## src/rtl/sign_frame_counter_if.sv

```systemverilog
// Sample-in / count-out handshake bundle for sign_frame_counter.
interface sign_frame_counter_if #(
    parameter int W     = 8,
    parameter int FRAME = 16
);
    localparam int CW = $clog2(FRAME + 1);

    logic          in_valid;
    logic          in_ready;
    logic [W-1:0]  in_data;
    logic [1:0]    mode;
    logic          out_valid;
    logic          out_ready;
    logic [CW-1:0] out_count;
    logic [CW-1:0] live_count;

    // Upstream sample source plus downstream count sink.
    modport master (
        output in_valid, in_data, mode, out_ready,
        input  in_ready, out_valid, out_count, live_count
    );

    // The counter itself.
    modport slave (
        input  in_valid, in_data, mode, out_ready,
        output in_ready, out_valid, out_count, live_count
    );
endinterface

```

## src/rtl/sign_frame_counter.sv

```systemverilog
// Frame-based sign statistics counter: counts samples per FRAME that match
// a selectable sign criterion and hands each frame count downstream.
module sign_frame_counter #(
    parameter int W     = 8,
    parameter int FRAME = 16
) (
    input  logic                 clk,
    input  logic                 rst,
    sign_frame_counter_if.slave  bus
);
    localparam int CW = $clog2(FRAME + 1);

    typedef enum logic {
        ACCUM = 1'b0,
        HOLD  = 1'b1
    } state_t;

    state_t        state_q;
    logic          in_rdy_q;
    logic          out_vld_q;
    logic [CW-1:0] cnt_q;
    logic [CW-1:0] cnt_d;
    logic [CW-1:0] idx_q;
    logic [CW-1:0] idx_d;
    logic [CW-1:0] out_cnt_q;
    logic [1:0]    mode_q;
    logic [1:0]    mode_eff;
    logic          prev_s_q;
    logic          s;
    logic          z;
    logic          match;
    logic          acc;
    logic          last;

    // Classify the presented sample; the frame's first sample uses the live
    // mode input since the latch only captures it on that same edge.
    always_comb begin
        s        = bus.in_data[W-1];
        z        = (bus.in_data == '0);
        mode_eff = (idx_q == '0) ? bus.mode : mode_q;
        match    = 1'b0;
        unique case (mode_eff)
            2'b00:   match = s;
            2'b01:   match = z;
            2'b10:   match = !s && !z;
            default: match = (idx_q != '0) && (s != prev_s_q);
        endcase
        cnt_d = cnt_q + CW'(match);
        idx_d = idx_q + CW'(1);
        acc   = bus.in_valid && in_rdy_q;
        last  = (idx_q == CW'(FRAME - 1));
    end

    // Frame FSM with registered handshake outputs; a completed frame parks
    // in HOLD until the downstream takes the count.
    always_ff @(posedge clk) begin
        if (rst) begin
            state_q   <= ACCUM;
            in_rdy_q  <= 1'b0;
            out_vld_q <= 1'b0;
            cnt_q     <= '0;
            idx_q     <= '0;
            out_cnt_q <= '0;
            mode_q    <= 2'b00;
            prev_s_q  <= 1'b0;
        end else begin
            unique case (state_q)
                ACCUM: begin
                    in_rdy_q <= 1'b1;
                    if (acc) begin
                        if (last) begin
                            out_cnt_q <= cnt_d;
                            cnt_q     <= '0;
                            idx_q     <= '0;
                            prev_s_q  <= 1'b0;
                            in_rdy_q  <= 1'b0;
                            out_vld_q <= 1'b1;
                            state_q   <= HOLD;
                        end else begin
                            cnt_q    <= cnt_d;
                            idx_q    <= idx_d;
                            prev_s_q <= s;
                            if (idx_q == '0) mode_q <= bus.mode;
                        end
                    end
                end
                HOLD: begin
                    if (bus.out_ready) begin
                        in_rdy_q  <= 1'b1;
                        out_vld_q <= 1'b0;
                        state_q   <= ACCUM;
                    end
                end
                default: state_q <= ACCUM;
            endcase
        end
    end

    assign bus.in_ready   = in_rdy_q;
    assign bus.out_valid  = out_vld_q;
    assign bus.out_count  = out_cnt_q;
    assign bus.live_count = cnt_q;
endmodule

```

## src/flat_wrapper.sv

```systemverilog
// flat-port wrapper written by rule: the top's interface ports become plain ports
module sign_frame_counter_flat 
#(
    parameter int W     = 8,
    parameter int FRAME = 16
)
  (clk, rst, bus_in_valid, bus_in_data, bus_mode, bus_out_ready, bus_in_ready, bus_out_valid, bus_out_count, bus_live_count);
  sign_frame_counter_if #(.W(W), .FRAME(FRAME)) bus_i ();
  input  logic clk;
  input  logic rst;
  input wire logic [$bits(bus_i.in_valid)-1:0] bus_in_valid;
  input wire logic [$bits(bus_i.in_data)-1:0] bus_in_data;
  input wire logic [$bits(bus_i.mode)-1:0] bus_mode;
  input wire logic [$bits(bus_i.out_ready)-1:0] bus_out_ready;
  output wire logic [$bits(bus_i.in_ready)-1:0] bus_in_ready;
  output wire logic [$bits(bus_i.out_valid)-1:0] bus_out_valid;
  output wire logic [$bits(bus_i.out_count)-1:0] bus_out_count;
  output wire logic [$bits(bus_i.live_count)-1:0] bus_live_count;
  assign bus_i.in_valid = bus_in_valid;
  assign bus_i.in_data = bus_in_data;
  assign bus_i.mode = bus_mode;
  assign bus_i.out_ready = bus_out_ready;
  assign bus_in_ready = bus_i.in_ready;
  assign bus_out_valid = bus_i.out_valid;
  assign bus_out_count = bus_i.out_count;
  assign bus_live_count = bus_i.live_count;
  sign_frame_counter #(.W(W), .FRAME(FRAME)) u_core (.clk(clk), .rst(rst), .bus(bus_i));
endmodule
```

## config.mk

```make
export PLATFORM = sky130hd
export DESIGN_NAME = sign_frame_counter_flat
export DESIGN_NICKNAME = d
export VERILOG_FILES = /design/src/rtl/sign_frame_counter_if.sv /design/src/rtl/sign_frame_counter.sv /design/src/flat_wrapper.sv
export SDC_FILE = /design/constraint.sdc
export NUM_CORES = 1
export LEC_CHECK = 0
export BUFFER_PORTS_ARGS = -buffer_cell sky130_fd_sc_hd__buf_2
export CAP_MARGIN = 30
export CORE_AREA = 2 2 52 54
export CTS_CLUSTER_SIZE = 20
export DETAILED_ROUTE_END_ITERATION = 10
export DIE_AREA = 0 0 54 56
export PLACE_DENSITY = 0.69
export SLEW_MARGIN = 20
export SYNTH_ARGS = -nofsm -noshare
export SYNTH_HDL_FRONTEND = slang
export SYNTH_SLANG_ARGS = --single-unit
```

## constraint.sdc

```tcl
create_clock -name clk -period 2.9 [get_ports clk]
set_clock_uncertainty 0.05 [all_clocks]
set_input_delay 0.58 -clock clk [delete_from_list [all_inputs] [get_ports clk]]
set_output_delay 0.58 -clock clk [all_outputs]
set_load 0.01 [all_outputs]
```

==> flow_metrics.py <==
metrics = {
    "critical_path": {
        "setup.worst_path.start": "u_core.idx_q[1]$_SDFFE_PP0P_",
        "rrSetupSlack_ps": 160,
        "crit_type": "register to register",
        "cp.depth": 13,
        "crit_top_cell": "ha_1",
        "worst_path_largest_cell_delay_ps": 490,
        "critical_path.top_delay_family": "simple AND/OR/NAND/NOR gates",
        "critPathMaxFanout": 5,
        "critical_path.endpoint": "u_core.bus.live_count[4]$_SDFFE_PP0P_",
        "reg2reg_depth": 13,
        "r2r_end": "u_core.bus.live_count[4]$_SDFFE_PP0P_",
        "critPathLaunchType": "register",
        "critPathBufInv": 2,
        "r2r-start": "u_core.idx_q[1]$_SDFFE_PP0P_",
        "required_ps": 3110,
        "cp_slowest_cell": "or4b_1",
        "cp-end-kind": "register",
        "arrival_ps": 2940,
        "path_cells": "inv_1, ha_1, nor4b_4, mux2i_1, buf_4, or4b_1, nand4_1, ha_2, ha_1, nand3_1, xor2_1, o31a_1, nor2_1",
    },
    "place": {
        "gp_congestion": 0.7439,
        "hpwl_um": 1465,
        "portBuffers": 25,
        "place_ws_ps": -90.25,
    },
    "grt": {
        "grt.overflow.total": 0,
        "grt_start_max_net_pins": 22,
        "grt_pass1_wl_um": 3353,
        "antenna_found_initial": 0,
        "grt_usage_pct": 14.83,
        "grt_pass1_vias": 757,
    },
    "final_layout": {
        "nNetsFinal": 152,
        "postLayoutCoreUtil_pct": 48.56,
        "num-fill-cells": 246,
        "area_growth_pct": 21.03,
        "num_antenna_cells": 0,
        "drive_gt1_share_pct": 31.58,
    },
    "drt": {
        "totalWireLength_um": 2007,
        "top_layer_used": "met4",
        "dr_wl_met3_um": 53,
        "drt-met1-wl_um": 868,
        "ant_nets": 0,
        "first_pass_iters": 4,
        "drc_errors": 0,
        "vias": 843,
        "post_drt_via_cell_ratio": 5.172,
        "post_drt_wl_per_cell_um": 12.31,
        "first_iter_violations": 18,
        "routed-wl-met2_um": 1057,
    },
    "cts": {
        "cts_buffer_depth": 2,
        "clk_latency_ps": 310,
        "cts_tree": "done",
        "cts_buffers": 3,
        "clkSinkCount": 21,
        "clkTransAtPathRegs_ps": 120,
        "htree_levels": 1,
        "cts-root-buf": "clkbuf_4",
    },
    "yosys": {
        "synth_warnings": 0,
        "ys_seq_elements": 21,
        "synthFlopType": "dfxtp_1",
        "async_reset_ff_share_pct": 0,
        "syn_area_per_cell_um2": 9.295,
        "synth-adder-area-share_pct": 5.128,
        "synth-compound-area-share_pct": 14.62,
        "synth_nets": 123,
        "synth_xor_area_share_pct": 4.487,
        "syn-cell-area_um2": 975.9,
        "synth_top_family_by_area": "simple AND/OR/NAND/NOR gates",
        "synth-simple-area-share_pct": 25.00,
        "synth.area.mux_share_pct": 4.103,
        "ys_seq_area_share_pct": 43.08,
        "synth-edff-count": 0,
        "synthDistinctLibCells": 34,
        "netlist_instances": 105,
    },
    "floorplanning": {
        "num_io_pins": 26,
        "die_x_um": 54,
        "die_h_um": 56,
        "die_area_um2": 3024,
        "initial_core_util_pct": 40.12,
        "core-area_um2": 2432,
        "row_count": 18,
    },
    "power": {
        "p_leak_nw": 0.5012,
        "powerDensity_nw_per_um2": 421.4,
        "max-vdd-ir-drop_mv": 0.2672,
    },
    "sta": {
        "worst_pin_slew_ps": 419.5,
        "fmax_mhz": 365.5,
        "max_slew_margin_pct": 72.04,
        "finalSetupViolCount": 0,
        "final_hold_viol_count": 0,
        "final.setup.worst_slack_ps": 164.2,
        "fin_crit_sh_pct": 94.34,
        "slew_viol_final": 0,
        "finalCriticalPeriod_ps": 2736,
    },
    "job": {
        "drv_cap": 0,
    },
    "run_status": {
        "status": "finished, final reports clean",
    },
    "worst_hold_path": {
        "min-delay-path-class": "register to register",
    },
}
[cell families after synthesis]
kind of cell | Yosys count
DFF | 21
muxes | 4
buffers and inverters | 8
xor gates and xnor gates | 5
adders and majority gates | 4
AOI/OAI and AO/OA | 20
and+or+nand+nor | 43
[power by group]
part | switching (mW) | total, mW | leakage (nW) | internal, mW
Clock | 0.0925 | 0.144 | 0.0177 | 0.0515
Sequential | 0.00465 | 0.299 | 0.171 | 0.294
Combinational | 0.0274 | 0.0548 | 0.312 | 0.0274
[registers in the layout, summed over array words and instances (netlist names)]
name,cells
u_core.idx_q,5
u_core.bus.out_count,5
u_core.bus.in_ready,1
u_core.prev_s_q,1
u_core.state_q,1
u_core.mode_q,2
u_core.bus.live_count,5
u_core.bus.out_valid,1
[routing by layer]
| metal | vias up | track usage [%] |
|---|---|---|
| li1 | 432 | - |
| met5 | - | 0 |
| met3 | 2 | 2.688 |
| met4 | 0 | 8.214 |
| met2 | 9 | 24.04 |
| met1 | 400 | 17.83 |
[worst min path at each step]
stage / from / slack [ps] / cells past startpoint / end
6_report: u_core.idx_q[1]$_SDFFE_PP0P_ / 450 / 2 / u_core.idx_q[1]$_SDFFE_PP0P_
5_1_grt: u_core.idx_q[1]$_SDFFE_PP0P_ / 470 / 2 / u_core.idx_q[1]$_SDFFE_PP0P_
4_1_cts: u_core.bus.out_valid$_SDFFE_PP0P_ / 470 / 2 / u_core.bus.out_valid$_SDFFE_PP0P_
3_5_place_dp: u_core.bus.out_count[1]$_SDFFE_PP0P_ / 430 / 2 / u_core.bus.out_count[1]$_SDFFE_PP0P_
3_3_place_gp: u_core.bus.out_valid$_SDFFE_PP0P_ / 420 / 2 / u_core.bus.out_valid$_SDFFE_PP0P_
2_1_floorplan: u_core.idx_q[4]$_SDFFE_PP0P_ / 420 / 2 / u_core.idx_q[4]$_SDFFE_PP0P_
[Yosys cell counts, types with 2 or more instances]
cell type | number | area share (%)
dfxtp_1 | 21 | 43
nor2_1 | 17 | 6.5
nand2_1 | 7 | 2.7
a211oi_1 | 5 | 3.8
a21oi_1 | 5 | 2.6
ha_1 | 4 | 5.1
mux2i_1 | 4 | 4.1
xor2_1 | 4 | 3.6
a22oi_1 | 3 | 2.3
clkbuf_1 | 3 | 1.2
inv_1 | 3 | 1.2
nand3_1 | 3 | 1.5
a41oi_1 | 2 | 1.8
nand2b_1 | 2 | 1.3
nand3b_1 | 2 | 1.5
o31a_1 | 2 | 1.8
[worst register-to-register path, cell delays in order, from the launching register on]
cell	delay (ps)
dfxtp_2	360
inv_1	60
ha_1	140
nor4b_4	290
mux2i_1	140
buf_4	160
or4b_1	490
nand4_1	90
ha_2	180
ha_1	160
nand3_1	90
xor2_1	170
o31a_1	240
nor2_1	70
[final cells by class]
| type | instances | area [µm²] | share of cell area, % |
|---|---|---|---|
| timing repair buffer | 29 | 155.1 | 13.14 |
| clock inverter | 1 | 5.005 | 0.4237 |
| sequential | 21 | 422.9 | 35.81 |
| inverter | 3 | 11.26 | 0.9534 |
| clock buffer | 3 | 22.52 | 1.907 |
| multi-input combinational | 76 | 526.8 | 44.60 |
| tap | 30 | 37.54 | 3.178 |
[cell usage in the layout, fill, tap and decap left out, drive strengths merged, types with 2 or more instances in the layout]
cell    count
a211oi      5
a21oi       5
a22oi       3
a41oi       2
buf        29
clkbuf      3
dfxtp      21
ha          4
inv         3
mux2i       4
nand2       7
nand2b      2
nand3       3
nand3b      2
nor2       18
o31a        2
xor2        4
[metrics by stage]
| stage | setup TNS [ps] | hold slack (ps) | power, mW | cell area, µm² | std cells |
|---|---|---|---|---|---|
| after global placement | -24.84 | 416.7 | 0.3538 | 1130 | 157 |
| final | 0 | 452.8 | 0.4977 | 1181 | 163 |
| after detailed placement | -123.9 | 432.0 | 0.3551 | 1130 | 157 |
| after global routing | -9.501 | 472.3 | 0.5221 | 1181 | 163 |
| after floorplan | 0 | 421.0 | 0.3358 | 975.9 | 105 |
| after CTS | 0 | 466.4 | 0.4974 | 1157 | 161 |
[timing repair]
action / in CTS / in global routing
endpoints found under the setup margin: 0 / 2
endpoints found under the hold margin: 0 / 0
hold buffers: 0 / 0
buffers inserted: 0 / 2
resized for setup: 0 / 5
Note: power is estimated with default switching activity, not from simulation.
